<file path="src/rtl/tl_periph_pkg.sv">
// Shared TL-UL beat types and widths for the peripheral port buffer.
package tl_periph_pkg;
    localparam int TL_ADDR_W = 32;
    localparam int TL_DATA_W = 32;
    localparam int TL_SRC_W  = 1;

    typedef struct packed {
        logic [2:0]             opcode;
        logic [2:0]             param;
        logic [1:0]             size;
        logic [TL_SRC_W-1:0]    source;
        logic [TL_ADDR_W-1:0]   address;
        logic [TL_DATA_W/8-1:0] mask;
        logic [TL_DATA_W-1:0]   data;
    } tl_a_beat_t;

    typedef struct packed {
        logic [2:0]           opcode;
        logic [1:0]           param;
        logic [1:0]           size;
        logic [TL_SRC_W-1:0]  source;
        logic                 denied;
        logic [TL_DATA_W-1:0] data;
        logic                 corrupt;
    } tl_d_beat_t;
endpackage

</file>
<file path="src/rtl/tl_periph_fifo.sv">
// Count-based FIFO with registered output and no empty bypass.
module tl_periph_fifo #(
    parameter int  DEPTH = 2,
    parameter type T     = logic
) (
    input  logic clock,
    input  logic reset,
    input  logic push,
    input  T     push_data,
    output logic full,
    input  logic pop,
    output T     pop_data,
    output logic empty
);
    localparam int PW = $clog2(DEPTH);

    logic [PW-1:0] wr_ptr;
    logic [PW-1:0] rd_ptr;
    logic [PW:0]   count;
    logic          do_push;
    logic          do_pop;
    T              mem [DEPTH];

    assign empty    = (count == '0);
    assign full     = (count == (PW+1)'(DEPTH));
    assign do_pop   = pop && !empty;
    // A full queue may still take a beat in the cycle its head leaves.
    assign do_push  = push && (!full || do_pop);
    assign pop_data = mem[rd_ptr];

    always_ff @(posedge clock) begin
        if (reset) begin
            wr_ptr <= '0;
            rd_ptr <= '0;
            count  <= '0;
        end else begin
            if (do_push) wr_ptr <= wr_ptr + PW'(1);
            if (do_pop)  rd_ptr <= rd_ptr + PW'(1);
            count <= count + (PW+1)'(do_push) - (PW+1)'(do_pop);
        end
    end

    always_ff @(posedge clock) begin
        if (do_push) mem[wr_ptr] <= push_data;
    end
endmodule

</file>
<file path="src/rtl/tl_periph_port_buffer.sv">
// TL-UL A/D buffering in front of the periph bridge with an
// outstanding-request limit.
module tl_periph_port_buffer
    import tl_periph_pkg::*;
#(
    parameter int A_DEPTH      = 2,
    parameter int D_DEPTH      = 2,
    parameter int MAX_INFLIGHT = 2
) (
    input  logic                 clock,
    input  logic                 reset,
    input  logic                 in_a_valid,
    output logic                 in_a_ready,
    input  logic [2:0]           in_a_opcode,
    input  logic [2:0]           in_a_param,
    input  logic [1:0]           in_a_size,
    input  logic [TL_SRC_W-1:0]  in_a_source,
    input  logic [TL_ADDR_W-1:0] in_a_address,
    input  logic [3:0]           in_a_mask,
    input  logic [TL_DATA_W-1:0] in_a_data,
    output logic                 out_a_valid,
    input  logic                 out_a_ready,
    output logic [2:0]           out_a_opcode,
    output logic [2:0]           out_a_param,
    output logic [1:0]           out_a_size,
    output logic [TL_SRC_W-1:0]  out_a_source,
    output logic [TL_ADDR_W-1:0] out_a_address,
    output logic [3:0]           out_a_mask,
    output logic [TL_DATA_W-1:0] out_a_data,
    input  logic                 out_d_valid,
    output logic                 out_d_ready,
    input  logic [2:0]           out_d_opcode,
    input  logic [1:0]           out_d_param,
    input  logic [1:0]           out_d_size,
    input  logic [TL_SRC_W-1:0]  out_d_source,
    input  logic                 out_d_denied,
    input  logic [TL_DATA_W-1:0] out_d_data,
    input  logic                 out_d_corrupt,
    output logic                 in_d_valid,
    input  logic                 in_d_ready,
    output logic [2:0]           in_d_opcode,
    output logic [1:0]           in_d_param,
    output logic [1:0]           in_d_size,
    output logic [TL_SRC_W-1:0]  in_d_source,
    output logic                 in_d_denied,
    output logic [TL_DATA_W-1:0] in_d_data,
    output logic                 in_d_corrupt,
    output logic [1:0]           inflight,
    output logic                 idle
);
    localparam logic [1:0] MAX_W = 2'(MAX_INFLIGHT);

    tl_a_beat_t a_in;
    tl_a_beat_t a_head;
    tl_d_beat_t d_in;
    tl_d_beat_t d_head;
    logic       a_full, a_empty;
    logic       d_full, d_empty;
    logic       a_fire, oa_fire;
    logic       od_fire, d_fire;
    logic [1:0] inflight_q;

    assign a_in = '{opcode: in_a_opcode, param: in_a_param,
                    size: in_a_size, source: in_a_source,
                    address: in_a_address, mask: in_a_mask,
                    data: in_a_data};
    assign d_in = '{opcode: out_d_opcode, param: out_d_param,
                    size: out_d_size, source: out_d_source,
                    denied: out_d_denied, data: out_d_data,
                    corrupt: out_d_corrupt};

    // inflight already covers beats still waiting in the A queue.
    assign in_a_ready  = !reset && !a_full && (inflight_q < MAX_W);
    assign out_a_valid = !reset && !a_empty;
    assign out_d_ready = !reset && !d_full;
    assign in_d_valid  = !reset && !d_empty;
    assign inflight    = reset ? 2'd0 : inflight_q;
    assign idle        = reset || (a_empty && d_empty && inflight_q == '0);

    assign a_fire  = in_a_valid && in_a_ready;
    assign oa_fire = out_a_valid && out_a_ready;
    assign od_fire = out_d_valid && out_d_ready;
    assign d_fire  = in_d_valid && in_d_ready;

    assign out_a_opcode  = a_head.opcode;
    assign out_a_param   = a_head.param;
    assign out_a_size    = a_head.size;
    assign out_a_source  = a_head.source;
    assign out_a_address = a_head.address;
    assign out_a_mask    = a_head.mask;
    assign out_a_data    = a_head.data;

    assign in_d_opcode  = d_head.opcode;
    assign in_d_param   = d_head.param;
    assign in_d_size    = d_head.size;
    assign in_d_source  = d_head.source;
    assign in_d_denied  = d_head.denied;
    assign in_d_data    = d_head.data;
    assign in_d_corrupt = d_head.corrupt;

    tl_periph_fifo #(.DEPTH(A_DEPTH), .T(tl_a_beat_t)) u_a_fifo (
        .clock     (clock),
        .reset     (reset),
        .push      (a_fire),
        .push_data (a_in),
        .full      (a_full),
        .pop       (oa_fire),
        .pop_data  (a_head),
        .empty     (a_empty)
    );

    tl_periph_fifo #(.DEPTH(D_DEPTH), .T(tl_d_beat_t)) u_d_fifo (
        .clock     (clock),
        .reset     (reset),
        .push      (od_fire),
        .push_data (d_in),
        .full      (d_full),
        .pop       (d_fire),
        .pop_data  (d_head),
        .empty     (d_empty)
    );

    // A stray D beat with nothing outstanding leaves the count at 0.
    always_ff @(posedge clock) begin
        if (reset) begin
            inflight_q <= '0;
        end else if (a_fire && !d_fire) begin
            inflight_q <= inflight_q + 2'd1;
        end else if (d_fire && !a_fire && inflight_q != '0) begin
            inflight_q <= inflight_q - 2'd1;
        end
    end

    assert property (@(posedge clock) disable iff (reset)
        !(d_fire && inflight_q == '0))
        else $error("in_d beat returned with nothing outstanding");
endmodule

</file>
<file path="config.mk">
export PLATFORM = sky130hd
export DESIGN_NAME = tl_periph_port_buffer
export DESIGN_NICKNAME = d
export VERILOG_FILES = /design/src/rtl/tl_periph_pkg.sv /design/src/rtl/tl_periph_fifo.sv /design/src/rtl/tl_periph_port_buffer.sv
export SDC_FILE = /design/constraint.sdc
export NUM_CORES = 1
export LEC_CHECK = 0
export BUFFER_PORTS_ARGS = -buffer_cell sky130_fd_sc_hd__buf_2
export CAP_MARGIN = 20
export CORE_ASPECT_RATIO = 0.75
export CORE_MARGIN = 3
export CORE_UTILIZATION = 45
export CTS_CLUSTER_DIAMETER = 60
export DETAILED_ROUTE_END_ITERATION = 8
export PLACE_DENSITY = 0.7
export SLEW_MARGIN = 30
export SYNTH_ARGS = -nofsm -noshare
export SYNTH_HDL_FRONTEND = slang
export SYNTH_SLANG_ARGS = --single-unit
</file>
<file path="constraint.sdc">
create_clock -name clock -period 9.3 [get_ports clock]
set_clock_uncertainty 0.05 [all_clocks]
set_input_delay 0.465 -clock clock [delete_from_list [all_inputs] [get_ports clock]]
set_output_delay 0.465 -clock clock [all_outputs]
set_load 0.005 [all_outputs]
</file>
-- Word level (Yosys, flattened, before mapping)
Memory sizes are Yosys's and may differ from the RTL's. A register that Yosys moved wholly into a read port is not among the register bits.
Index checks and enable logic that the tools add are counted.
- bits in registers: 10
- bits in writable memories: 238
- input port bits: 125
- output and inout bits: 126
- memories: 2
- memory list (name ; words ; width ; rd ports ; clocked after memory_dff ; wr ports ; line ; source):
    u_a_fifo.mem ; 2 ; 77 ; 1 ; 1 ; 1 ; tl_periph_fifo.sv:22 ; T mem [DEPTH];
    u_d_fifo.mem ; 2 ; 42 ; 1 ; 1 ; 1 ; tl_periph_fifo.sv:22 ;
- add/sub/neg operators: 10
- $lt $le $gt $ge: 1
- eq/ne operators: 2
- muxes and demuxes: 11
- reduce and logical (&&, ||, !) cells: 33
- operator list (cell ; number):
    1-bit logical AND ; 18
    1-bit two-way mux ; 8
    1-bit logical NOT ; 7
    2-bit logical NOT ; 3
    2-bit two-way mux ; 3
    1-bit adder, second input constant ; 4
    2-bit by 1-bit adder with 2-bit output ; 2
    2-bit == test, second input constant ; 2
    2-bit nonzero test ; 2
    2-bit by 1-bit subtractor with 2-bit output ; 2
    1-bit logical OR ; 3
    2-bit by 1-bit adder with 2-bit output, second input constant ; 1
    2-bit < comparator, second input constant ; 1
    2-bit by 1-bit subtractor with 2-bit output, second input constant ; 1

-- Depth between registers and ports, before layout
Gate-level depths: netlist of the first run.
- word-level depth: 10
- gate-level depth with buffers: 8
- depth with buffers taken out: 8

-- By module
From an unflattened synthesis of the first run, not the netlist that was laid out.
- cell total of the unflattened synthesis: 458
- area total of the unflattened synthesis: 9430.3 um^2
- by module, submodules not included (module ; instances ; cells each ; area an instance (um^2) ; sequential area each (um^2)):
    tl_periph_fifo (u_a_fifo) ; 1 ; 272 ; 5954.5 ; 4724.5
    tl_periph_fifo (u_d_fifo) ; 1 ; 163 ; 3300.7 ; 2622.5
    tl_periph_port_buffer ; 1 ; 23 ; 175.2 ; 40.0

-- Worst setup path after synthesis of the first run
Ideal clock, no wire load.
- path kind: input-to-reg
- start: in reset
- end: mem u_a_fifo.mem[0][0] (netlist bit) (enable)
- setup time: 0.513 ns
- data arrival time: 4.038 ns
- slack: 4.699 ns
- stages: 4
- path through: buf_6 -> nor2_4 -> nand3_4 -> nor2_1
- longest elaborated chain between the ends: 8
- elaborated cells between the ends (all ways): 11
- those cells by class: mux: 2; reduce/logical: 9
- RTL lines (item ; line ; source):
    from (decl) ; tl_periph_port_buffer.sv:11 ; input logic reset,
    1-bit logical NOT * ; tl_periph_port_buffer.sv:73, tl_periph_port_buffer.sv:74 ;
    1-bit logical AND ; tl_periph_port_buffer.sv:74 ; assign out_a_valid = !reset && !a_empty;
    1-bit logical AND ; tl_periph_port_buffer.sv:81 ; assign oa_fire = out_a_valid && out_a_ready;
    1-bit logical AND ; tl_periph_fifo.sv:26 ; assign do_pop = pop && !empty;
    1-bit logical OR ; tl_periph_fifo.sv:28 ; assign do_push = push && (!full || do_pop);
    1-bit logical AND * ; tl_periph_fifo.sv:28 ;
    1-bit two-way mux * ; tl_periph_fifo.sv:44 ; if (do_push) mem[wr_ptr] <= push_data;
    1-bit two-way mux (not written as such) * ; tl_periph_fifo.sv:44 ;
    to (decl) ; tl_periph_fifo.sv:22 ;
Mark *: on every way between the ends. The rest lies on a longest branch, timed or not.

==> summary.md, run 1 <==
| Metric | Value |
|---|---|
| Count of buffering cells on the critical path with inverters included | 2 |
| Count of final max-slew check failures | 0 |
| Worst reg2reg path depth | 4 |
| GRT Util Overall | 15.44% |
| Routed Antenna Nets | 0 |
| Resized Gates After CTS | 0 |
| Pin count of the biggest net entering global routing | 51 |
| Starting Density | 46.66% |
| FF+latch area | 7395 µm² |
| Post-synthesis cell type with the largest combined area | sky130_fd_sc_hd__edfxtp_1 |
| Weighted congestion reported at the end of routability-driven placement | 0.7785 |
| Insertion delay of the later-clocked pin in the worst-skew pair | 500 ps |
| Number of nets in the final layout | 835 |
| Result of the run | finished clean |
| Worst-path cell with the longest stage delay | sky130_fd_sc_hd__dfxtp_4 |
| Leading cell types in the layout, fill and taps excluded | sky130_fd_sc_hd__buf_2 (250), sky130_fd_sc_hd__edfxtp_1 (238), sky130_fd_sc_hd__mux2_2 (119) |
| Vert. Die Dim | 129.8 µm |
| Layout fillers | 1478 |
| Critical path's largest stage delay | 700 ps |
| Max-cap viol count | 0 |
| Number of distinct library cells after synthesis | 32 |
| Worst EP arrival | 2060 ps |
| Final TNS setup | 0 ps |
| Most common cell after layout, fill and taps aside | sky130_fd_sc_hd__buf_2 |
| Initial DRC Count | 324 |
| Fin crit share | 27.70% |
| Synthesized area | 9196 µm² |
| Number of global-route vias before repair | 5073 |
| Mean routed wirelength per cell | 18.60 µm |
| Post-synthesis register bit count | 250 |
| Cell types with the largest area share after synthesis | sky130_fd_sc_hd__edfxtp_1 (78%), sky130_fd_sc_hd__mux2_2 (15%), sky130_fd_sc_hd__dfxtp_1 (2.6%) |
| Terminating pin of the worst hold path | u_a_fifo.mem[1][33] |
| Cell Count, Final, Fillers Out | 979 |
| First-pass GRT wire length | 26970 µm |
| Worst R2R End | u_d_fifo.mem[0][14] |
| Initial antenna violation count | 3 |
| Wire length reported by the detailed router | 18210 µm |
| Placeable Area | 19710 µm² |
| Via density per instance | 4.939 |
| Area growth from synthesis to layout | 26.34% |
| Share of the yosys chip area belonging to registers | 80.33% |
| Crit path capture type | primary output |
| TritonCTS clock tree | yes |
| Hold depth | 1 |
| Max-slew headroom | 50.71% |
| Data required time at the worst endpoint | 8790 ps |
| DRC | 0 |
| Nets in the synthesized netlist | 569 |
| R2R Path Start | u_d_fifo.count[0] |
| Top cell type's share of synthesized area | 77.71% |
| Crit Path Max Fanout | 40 |
| Layout cell share with drive strength beyond 1 | 58.34% |
| Number of warnings reported in the yosys synthesis log | 0 |
| Horiz. Die Dim | 171.1 µm |
| Cell Count Post-Placement | 935 |
| # port buffers | 250 |
| Number of top-level pins | 251 |
| Start point of the worst min-delay path | in_a_mask[1] |
| Leakage | 0.004292 µW |
| Element type at the critical path start | register |
| DIE AREA | 22210 µm² |
| Timing-limited maximum frequency | 0.3882 GHz |
| Type of the most critical hold path | in2reg |
| Cell Rows | 44 |
| Cells after synthesis | 442 |
| Power per standard cell area | 232.6 nW/µm² |
| Cts bufs inserted | 24 |
| Clk pin slew, worst setup/hold paths | 60 ps |
| Root buffer cell | sky130_fd_sc_hd__clkbuf_16 |
| Detailed-route via count | 4835 |
| Max clock buf depth | 3 |
| Number of clock sinks | 250 |
| Largest delay contributor family on the critical path | flip-flops |
| Tmin final | 2576 ps |
| Post-synthesis area per instance | 20.81 µm² |
| Transition at the pin with the smallest max-transition slack | 737.7 ps |
| Final count of negative-setup-slack endpoints | 0 |
| Unrepaired setup endpoints after global routing | false |
| CP cell instances | buf_12 > mux2_2 > buf_2 |
| Worst reg2reg setup slack | 7160 ps |
| First-pass iteration count of the detailed router | 4 |
| CTS H-Tree Depth | 1 |
| HPWL after detailed placement | 12810 µm |
| Post-CTS repair timing setup buffer count | 0 |
| Count of hold-fix buffers inserted at cts | 0 |
| Peak VDD IR | 0.1178 mV |
| Grt ovf | 0 |
| Hold Fails Final Rpt | 0 |
| Critical path class | reg2out |
| Multi-input gate area | 1725 µm² |
==> worst reg2reg max path: stages, from the launching register on <==
cell	delay [ps]
sky130_fd_sc_hd__dfxtp_1	370
sky130_fd_sc_hd__inv_1	100
sky130_fd_sc_hd__a211oi_2	350
sky130_fd_sc_hd__nor2b_4	700
sky130_fd_sc_hd__buf_16	250
==> cell usage after synthesis <==
| master | n |
|---|---|
| sky130_fd_sc_hd__buf_4 | 3 |
| sky130_fd_sc_hd__xnor2_1 | 5 |
| sky130_fd_sc_hd__nand3_4 | 1 |
| sky130_fd_sc_hd__nand2b_1 | 1 |
| sky130_fd_sc_hd__or3_1 | 1 |
| sky130_fd_sc_hd__clkbuf_1 | 3 |
| sky130_fd_sc_hd__inv_2 | 1 |
| sky130_fd_sc_hd__nor2_4 | 1 |
| sky130_fd_sc_hd__xor2_1 | 4 |
| sky130_fd_sc_hd__edfxtp_1 | 238 |
| sky130_fd_sc_hd__a21o_1 | 1 |
| sky130_fd_sc_hd__inv_1 | 4 |
| sky130_fd_sc_hd__nor2b_1 | 3 |
| sky130_fd_sc_hd__and2b_1 | 1 |
| sky130_fd_sc_hd__a21oi_1 | 4 |
| sky130_fd_sc_hd__nor2_1 | 13 |
| sky130_fd_sc_hd__o21ai_0 | 3 |
| sky130_fd_sc_hd__nand2_1 | 1 |
| sky130_fd_sc_hd__a211oi_2 | 1 |
| sky130_fd_sc_hd__mux2i_1 | 1 |
| sky130_fd_sc_hd__buf_6 | 1 |
| sky130_fd_sc_hd__dfxtp_1 | 12 |
| sky130_fd_sc_hd__a221oi_2 | 1 |
| sky130_fd_sc_hd__nor4_1 | 1 |
| sky130_fd_sc_hd__nand2_2 | 1 |
| sky130_fd_sc_hd__buf_2 | 9 |
| sky130_fd_sc_hd__nand4_1 | 1 |
| sky130_fd_sc_hd__mux2_2 | 119 |
| sky130_fd_sc_hd__o21ba_2 | 1 |
| sky130_fd_sc_hd__nand2b_2 | 1 |
| sky130_fd_sc_hd__ha_1 | 2 |
| sky130_fd_sc_hd__and2_1 | 3 |
==> worst max path at each step <==
stage / end / slack, ps / start / cells past startpoint
floorplan: u_a_fifo.mem[0][0] / 4700 / reset / 4
global placement: u_d_fifo.mem[0][31] / 6780 / reset / 3
detailed placement: u_d_fifo.mem[1][14] / 6870 / reset / 3
CTS: in_d_data[26] / 6670 / register / 2
global route: out_a_param[0] / 6610 / register / 3
finish: out_a_address[1] / 6720 / register / 3
==> power breakdown <==
group	total (µW)	switching, µW	internal [µW]
sequential	1370	48.7	1320
clock	952	384	568
combinational	383	175	208
==> cells by family after synthesis <==
| kind of cell | Yosys count | synth area share, % |
|---|---|---|
| flip-flops | 250 | 80.33 |
| multiplexers | 120 | 14.68 |
| AND/OR/NAND/NOR | 29 | 1.810 |
| buffers and inverters | 21 | 1.184 |
| AO/OA/AOI/OAI | 11 | 0.8707 |
| XOR/XNOR | 9 | 0.8571 |
| adder cells (fa/ha/maj) | 2 | 0.2721 |
==> routing by layer <==
layer | global-route usage [%] | routed length [µm] | vias to the layer above
met5 | 0 | 21 | -
li1 | - | - | 2258
met3 | 3.240 | 925 | 27
met2 | 26.80 | 9258 | 129
met1 | 20.07 | 7671 | 2417
met4 | 4.115 | 336 | 4
==> per-stage QoR <==
| step | hold WS, ps | util [%] | worst slack, ps | instance area [µm²] | total power [µW] |
|---|---|---|---|---|---|
| 2_1_floorplan | 422.5 | - | 4699 | 9196 | 1599 |
| 3_3_place_gp | 441.2 | 54.38 | 6775 | 10720 | 1758 |
| 3_5_place_dp | 455.3 | 54.90 | 6870 | 10820 | 1781 |
| 4_1_cts | 71.50 | 58.92 | 6668 | 11610 | 2744 |
| 5_1_grt | 74.43 | 58.95 | 6613 | 11620 | 2818 |
| 6_report | 94.72 | 58.95 | 6724 | 11620 | 2702 |
==> registers in the layout (all words and copies together), names as in the netlist, named ones only <==
name             flops
inflight_q           2
u_d_fifo.count       2
u_d_fifo.wr_ptr      1
u_a_fifo.count       2
u_a_fifo.mem       154
u_d_fifo.rd_ptr      1
u_d_fifo.mem        84
u_a_fifo.rd_ptr      1
u_a_fifo.wr_ptr      1
==> final cells by class <==
cell class / instances / share of cell area (%)
Sequential cell: 250 / 63.64
Multi-Input combinational cell: 171 / 14.85
Timing Repair Buffer: 256 / 11.78
Antenna cell: 1 / 0.02154
Clock inverter: 10 / 0.6246
Clock buffer: 33 / 6.192
Inverter: 5 / 0.1615
Tap cell: 253 / 2.725
No activity file was read; power rests on OpenSTA's default activity.
==> inputs of run 2 (changes only) <==
- ABC_AREA: not set -> 1
- PLACE_DENSITY: 0.7 -> 0.73
- clock period: 9.3 -> 2.2 ns (I/O delays scaled with it)
==> summary.md, run 2 <==
| Metric | Value |
|---|---|
| Result of the run | finished clean (unchanged) |
| Max clock buf depth | 3 (unchanged) |
| Number of distinct library cells after synthesis | 23 (was 32) |
| Number of flip-flops in the largest register | 154 (unchanged) |
| DRC | 0 (unchanged) |
| Clk pin slew, worst setup/hold paths | 60 ps (about the same) |
| Share of power burned in registers | 50.5% (was 50.6%) |
| Crit path capture type | primary output (unchanged) |
| CP cell instances | buf_4 > mux2_2 > buf_2 (was buf_12 > mux2_2 > buf_2) |
| Transition at the pin with the smallest max-transition slack | 466.0 ps (was 737.7 ps) |
| Count of final max-slew check failures | 0 (unchanged) |
| Fraction of met2 tracks used by global routing | 31.67% (was 26.80%) |
| Fin crit share | 93.80% |
| Unrepaired setup endpoints after global routing | false (unchanged) |
| Fraction of met3 tracks used by global routing | 4.664% (was 3.240%) |
| Via density per instance | 4.855 (was 4.939) |
| Wire length reported by the detailed router | 20830 µm (was 18210 µm) |
| Number of nets in the final layout | 985 (was 835) |
| Routed Antenna Nets | 0 (unchanged) |
| Internal power of the cells | 8559 µW (was 2095 µW) |
| # port buffers | 250 (unchanged) |
| Psw | 2394 µW (was 607.9 µW) |
| Post-place setup slack | 456.2 ps (was 6870 ps) |
| Insertion delay of the later-clocked pin in the worst-skew pair | 500 ps (about the same) |
| Number of global-route vias before repair | 5830 (was 5073) |
| GRT Util Overall | 17.65% (was 15.44%) |
| Cell types with the largest area share after synthesis | sky130_fd_sc_hd__edfxtp_1 (78%), sky130_fd_sc_hd__mux2_2 (15%), sky130_fd_sc_hd__dfxtp_1 (2.6%) (unchanged) |
| CTS H-Tree Depth | 1 (unchanged) |
| Placeable Area | 19710 µm² (unchanged) |
| HPWL after detailed placement | 13200 µm (was 12810 µm) |
| First-pass GRT wire length | 30240 µm (was 26970 µm) |
| Cell Rows | 44 (unchanged) |
| Leading cell types in the layout, fill and taps excluded | sky130_fd_sc_hd__buf_2 (250), sky130_fd_sc_hd__edfxtp_1 (238), sky130_fd_sc_hd__dlygate4sd3_1 (125) (was sky130_fd_sc_hd__buf_2 (250), sky130_fd_sc_hd__edfxtp_1 (238), sky130_fd_sc_hd__mux2_2 (119)) |
| Routing layer with the top usage in global route | met2 (unchanged) |
| Multi-input gate area | 1712 µm² (was 1725 µm²) |
| Biggest registers after layout | u_a_fifo.mem x154, u_d_fifo.mem x84 (unchanged) |
| Post-synth top cells | sky130_fd_sc_hd__edfxtp_1 (238), sky130_fd_sc_hd__mux2_2 (119), sky130_fd_sc_hd__nor2_1 (14) (was sky130_fd_sc_hd__edfxtp_1 (238), sky130_fd_sc_hd__mux2_2 (119), sky130_fd_sc_hd__nor2_1 (13)) |
| Number of clock sinks | 250 (unchanged) |
| Vert. Die Dim | 129.8 µm (about the same) |
| Cell Count, Final, Fillers Out | 1131 (was 979) |
| Net switching fraction of the power | 21.86% (was 22.49%) |
| Top cell type's share of synthesized area | 77.70% (was 77.71%) |
| Starting Density | 46.67% (was 46.66%) |
| Max-cap viol count | 0 (unchanged) |
| Hold Fails Final Rpt | 0 (unchanged) |
| Mean routed wirelength per cell | 18.42 µm (was 18.60 µm) |
| Nets in the synthesized netlist | 581 (was 569) |
| Layout cell share with drive strength beyond 1 | 51.08% (was 58.34%) |
| DIE AREA | 22210 µm² (about the same) |
| Weighted congestion reported at the end of routability-driven placement | 0.7979 (was 0.7785) |
| First-pass iteration count of the detailed router | 4 (unchanged) |
| Tmin final | 2064 ps |
| Area growth from synthesis to layout | 42.32% (was 26.34%) |
| Most instantiated library cell after synthesis | sky130_fd_sc_hd__edfxtp_1 (unchanged) |
| Horiz. Die Dim | 171.1 µm (about the same) |
| Post-synthesis register bit count | 250 (unchanged) |
| Number of top-level pins | 251 (unchanged) |
| Critical path's largest stage delay | 620 ps (was 700 ps) |
| Register containing the most flip-flops in the final layout | u_a_fifo.mem (unchanged) |
| Number of warnings reported in the yosys synthesis log | 0 (unchanged) |
| Synthesized area | 9198 µm² (was 9196 µm²) |
| Asr flop ratio synth | 0% (unchanged) |
| Leakage | 0.004940 µW (was 0.004292 µW) |
| Timing-limited maximum frequency | 0.4846 GHz |
| Post-synthesis cell type with the largest combined area | sky130_fd_sc_hd__edfxtp_1 (unchanged) |
| Max-slew headroom | 68.86% (was 50.71%) |
| Final count of negative-setup-slack endpoints | 0 (unchanged) |
| Pin count of the biggest net entering global routing | 43 (was 51) |
| Post-layout utilization of the core | 66.42% (was 58.95%) |
| Worst-path cell with the longest stage delay | sky130_fd_sc_hd__dfxtp_4 (unchanged) |
| Data required time at the worst endpoint | 2040 ps (was 8790 ps) |
| Proportion of power drawn by the clock network | 38.6% (was 35.2%) |
| Cell Count Post-Placement | 959 (was 935) |
| GR met1 Demand/Resource | 21.47% (was 20.07%) |
| Element type at the critical path start | register (unchanged) |
| Gate power share | 11.0% (was 14.2%) |
| Layout fillers | 1323 (was 1478) |
| Grt ovf | 0 (unchanged) |
| FF+latch area | 7393 µm² (was 7395 µm²) |
| Type of the most critical hold path | in2reg (unchanged) |
| Power per standard cell area | 836.7 nW/µm² (was 232.6 nW/µm²) |
| Resized Gates After CTS | 0 (unchanged) |
| Post-synthesis area per instance | 20.26 µm² (was 20.81 µm²) |
| Initial DRC Count | 447 (was 324) |
| Slack of the critical path | 136.3 ps (was 6724 ps) |
| Detailed-route via count | 5491 (was 4835) |
| Most common cell after layout, fill and taps aside | sky130_fd_sc_hd__buf_2 (unchanged) |
| Cells after synthesis | 454 (was 442) |
| TritonCTS clock tree | yes (unchanged) |
| Critical path class | reg2out (unchanged) |
| Initial antenna violation count | 1 (was 3) |
| Root buffer cell | sky130_fd_sc_hd__clkbuf_16 (unchanged) |
| Crit Path Max Fanout | 27 (was 40) |
| Worst EP arrival | 1900 ps (was 2060 ps) |
| Peak VDD IR | 0.5893 mV (was 0.1178 mV) |
| EDFF count, synth | 238 (unchanged) |
| Main flop type after synthesis | sky130_fd_sc_hd__edfxtp_1 (unchanged) |
| Cts bufs inserted | 25 (was 24) |
| Share of the yosys chip area belonging to registers | 80.32% (was 80.33%) |
run 2: cell types whose count changed in the layout (fill, tap and decap cells not counted), sizes merged, moves of 4 or more:
cell / delta
clkinvlp: +5
inv: +9
nand3: +5
nand2: +12
dlygate4sd3: +125
clkbuf: -8
buf: +11
xnor2: -4
run 2: routing by layer:
| layer | part of all wire (%) | vias up |
|---|---|---|
| met4 | 1.9 | 0 |
| li1 | - | 2563 |
| met3 | 9.0 | 30 |
| met1 | 39 | 2652 |
| met2 | 50 | 246 |
| met5 | 0 | - |
run 2: layout make-up:
type	instances	area share [%]
Antenna cell	1	0.01912
Clock buffer	25	4.779
Clock inverter	21	1.548
Inverter	12	0.3441
Multi-Input combinational cell	177	13.08
Sequential cell	250	56.48
Tap cell	253	2.418
Timing Repair Buffer	392	21.33
run 2: critical path, delay by kind of cell, from the launching register on:
family	cells	cell delay, ps
flip-flops	1	620
buffers and inverters	2	400
multiplexers	1	360
run 2: final timing paths:
| path | to | startpoint | depth (start not counted) | slack [ps] |
|---|---|---|---|---|
| max reg2reg | u_d_fifo.rd_ptr | u_d_fifo.count[1] | 6 | 410 |
| min reg2reg | inflight_q[1] | inflight_q[0] | 2 | 410 |
| min | u_a_fifo.mem[0][14] | in_a_data[14] | 2 | 280 |
| max | out_a_address[11] | register | 3 | 140 |
run 2: cells by family (layout without fill, tap and decap cells):
| kind of cell | count (synthesis) | count (layout) | synth area share, % |
|---|---|---|---|
| xor gates and xnor gates | 4 | 4 | 0.3810 |
| adders and majority gates | 2 | 2 | 0.2720 |
| muxes | 119 | 119 | 14.57 |
| DFF | 250 | 250 | 80.32 |
| buffers and inverters | 27 | 450 | 1.564 |
| other | 0 | 1 | 0 |
| and+or+nand+nor | 40 | 40 | 2.122 |
| AOI/OAI and AO/OA | 12 | 12 | 0.7754 |
run 2: power groups by stage:
stage / sequential, µW / combinational, µW / clock, µW
5_1_grt: 5540 / 1300 / 4510
3_3_place_gp: 5610 / 991 / 0
2_1_floorplan: 5600 / 510 / 0
4_1_cts: 5520 / 1200 / 4310
3_5_place_dp: 5630 / 1010 / 0
6_report: 5530 / 1200 / 4230
run 2: repair_timing:
action	in CTS	in global routing
setup endpoints to repair	0	0
buffers inserted	0	0
endpoints found under the hold margin	248	0
hold buffers	125	0
run 2: per-stage QoR:
stage	instance area (µm²)	TNS, ps	hold WS [ps]	total power [µW]
2_1_floorplan	9229	-62860	158.9	6106
3_3_place_gp	11010	0	246.6	6602
3_5_place_dp	11010	0	251.5	6640
4_1_cts	13090	0	246.9	11040
5_1_grt	13090	0	261.0	11350
6_report	13090	0	275.0	10950
==> inputs of run 3 (changes only) <==
- CORE_ASPECT_RATIO: 0.75 -> 1.1
==> summary.md, run 3 (synthesized netlist as in run 2, its figures left out) <==
| Metric | Value |
|---|---|
| Uppermost layer routed | met4 (unchanged) |
| Crit Path Max Fanout | 17 (was 27) |
| Placeable Area | 19930 µm² (was 19710 µm²) |
| GRT Util Overall | 17.83% (was 17.65%) |
| Slack of the critical path | 156.6 ps (was 136.3 ps) |
| Cell Rows | 54 (was 44) |
| DIE AREA | 22190 µm² (was 22210 µm²) |
| Via density per instance | 4.967 (was 4.855) |
| Detailed-routed wire length on met2 | 10190 µm (was 10350 µm) |
| First-pass GRT wire length | 31530 µm (was 30240 µm) |
| Starting Density | 46.15% (was 46.67%) |
| Mean routed wirelength per cell | 18.13 µm (was 18.42 µm) |
| Count of buffering cells on the critical path with inverters included | 2 (unchanged) |
| TritonCTS clock tree | yes (unchanged) |
| Number of flip-flops in the largest register | 154 (unchanged) |
| Data required time at the worst endpoint | 2040 ps (about the same) |
| Pin count of the biggest net entering global routing | 78 (was 43) |
| Vert. Die Dim | 155.9 µm (was 129.8 µm) |
| Most common cell after layout, fill and taps aside | sky130_fd_sc_hd__buf_2 (unchanged) |
| Register containing the most flip-flops in the final layout | u_a_fifo.mem (unchanged) |
| Clk pin slew, worst setup/hold paths | 60 ps (about the same) |
| Post-CTS repair timing setup buffer count | 0 (unchanged) |
| First-pass iteration count of the detailed router | 7 (was 4) |
| Number of nets in the final layout | 976 (was 985) |
| Unrepaired setup endpoints after global routing | false (unchanged) |
| Peak VDD IR | 0.6648 mV (was 0.5893 mV) |
| Weighted congestion reported at the end of routability-driven placement | 0.7799 (was 0.7979) |
| Dpl cell area | 10880 µm² (was 11010 µm²) |
| DRC | 0 (unchanged) |
| Met3 routed WL | 1992 µm (was 1883 µm) |
| Type of the most critical hold path | in2reg (unchanged) |
| Met1 wire length | 7642 µm (was 8199 µm) |
| Max clock buf depth | 3 (unchanged) |
| Cts bufs inserted | 24 (was 25) |
| Grt ovf | 0 (unchanged) |
| Area growth from synthesis to layout | 40.36% (was 42.32%) |
| Tmin final | 2043 ps (was 2064 ps) |
| Number of global-route vias before repair | 6056 (was 5830) |
| Crit path capture type | primary output (unchanged) |
| Horiz. Die Dim | 142.3 µm (was 171.1 µm) |
| Leakage | 0.004862 µW (was 0.004940 µW) |
| Wire length reported by the detailed router | 20280 µm (was 20830 µm) |
| Critical path class | reg2out (unchanged) |
| Root buffer cell | sky130_fd_sc_hd__clkbuf_16 (unchanged) |
| Total power | 10730 µW (was 10950 µW) |
| Timing-limited maximum frequency | 0.4894 GHz (was 0.4846 GHz) |
| Biggest registers after layout | u_a_fifo.mem x154, u_d_fifo.mem x84 (unchanged) |
| Initial antenna violation count | 1 (unchanged) |
| Element type at the critical path start | register (unchanged) |
| Resized Gates After CTS | 0 (unchanged) |
| HPWL after detailed placement | 12350 µm (was 13200 µm) |
| Result of the run | finished clean (unchanged) |
| Number of clock sinks | 250 (unchanged) |
| Cell Count, Final, Fillers Out | 1119 (was 1131) |
| Leading cell types in the layout, fill and taps excluded | sky130_fd_sc_hd__buf_2 (250), sky130_fd_sc_hd__edfxtp_1 (238), sky130_fd_sc_hd__dlygate4sd3_1 (125) (unchanged) |
| Number of top-level pins | 251 (unchanged) |
| Insertion delay of the later-clocked pin in the worst-skew pair | 510 ps (was 500 ps) |
| Detailed-route via count | 5558 (was 5491) |
| CP cell instances | buf_4 > mux2_2 > buf_2 (unchanged) |
| Post-place setup slack | 403.4 ps (was 456.2 ps) |
| Initial DRC Count | 299 (was 447) |
| Critical path's largest stage delay | 600 ps (was 620 ps) |
| Worst-path cell with the longest stage delay | sky130_fd_sc_hd__dfxtp_2 (was sky130_fd_sc_hd__dfxtp_4) |
| Routed Antenna Nets | 0 (unchanged) |
| Largest delay contributor family on the critical path | flip-flops (unchanged) |
| Power per standard cell area | 831.1 nW/µm² (was 836.7 nW/µm²) |
| Hold Fails Final Rpt | 0 (unchanged) |
| Final TNS setup | 0 ps (unchanged) |
| Max-slew headroom | 69.09% (was 68.86%) |
| Layout cell share with drive strength beyond 1 | 49.54% (was 51.08%) |
| # port buffers | 250 (unchanged) |
| Post-route cell area | 12910 µm² (was 13090 µm²) |
| Transition at the pin with the smallest max-transition slack | 463.7 ps (was 466.0 ps) |
| Final count of negative-setup-slack endpoints | 0 (unchanged) |
| Cell Count Post-Placement | 950 (was 959) |
| CTS H-Tree Depth | 1 (unchanged) |
| Max-cap viol count | 0 (unchanged) |
| Count of final max-slew check failures | 0 (unchanged) |
| Worst EP arrival | 1880 ps (was 1900 ps) |
| Fin crit share | 92.88% (was 93.80%) |
-- run 3: cell types whose count changed in the layout (fill, tap and decap cells not counted), sizes merged --
cell / change
clkbuf: +10
buf: -8
clkinv: -5
clkinvlp: -5
inv: -2
bufinv: -1
-- run 3: cell type report --
cell class              count  area, µm²
fillers                  1336       7022
clock inverters             8      88.84
clock buffers              35      683.2
diodes                      1      2.502
inverters                  12      45.04
repair buffers            384       2670
well taps                 252      315.3
multi-input cells         177       1712
flip-flops and latches    250       7393
-- run 3: per-stage QoR --
| step | hold WS [ps] | util [%] |
|---|---|---|
| finish | 266.7 | 64.77 |
| global route | 259.1 | 64.77 |
| CTS | 245.1 | 64.76 |
| floorplan | 158.9 | - |
| detailed placement | 250.7 | 54.61 |
| global placement | 248.3 | 54.61 |
-- run 3: report_power, final --
| group | total (µW) | switching, µW | internal [µW] | leakage, µW |
|---|---|---|---|---|
| combinational | 1160 | 521 | 636 | 0.00221 |
| clock | 4040 | 1660 | 2380 | 0.000373 |
| sequential | 5540 | 86.1 | 5450 | 0.00228 |
| total | 10700 | 2260 | 8470 | 0.00486 |
-- run 3: path summary, 6_finish.rpt --
path                                         from                   to  slack [ps]  depth (start not counted)
worst min register to register      inflight_q[0]        inflight_q[1]         440                          2
worst min-delay path               out_d_data[30]  u_d_fifo.mem[0][31]         270                          2
worst max-delay path                     register         in_d_data[3]         160                          3
worst max register to register  u_a_fifo.count[1]      u_a_fifo.rd_ptr         280                          7
-- run 3: metal layers --
layer  vias up  GRT usage, %
li1       2542             -
met1      2741         20.52
met2       237         31.64
met3        38         6.101
met4         0         5.206
met5         -             0
-- run 3: what timing repair did --
item | 4_1_cts | 5_1_grt
setup endpoints to repair | 0 | 0
hold endpoints to repair | 248 | 0
hold buffers | 125 | 0
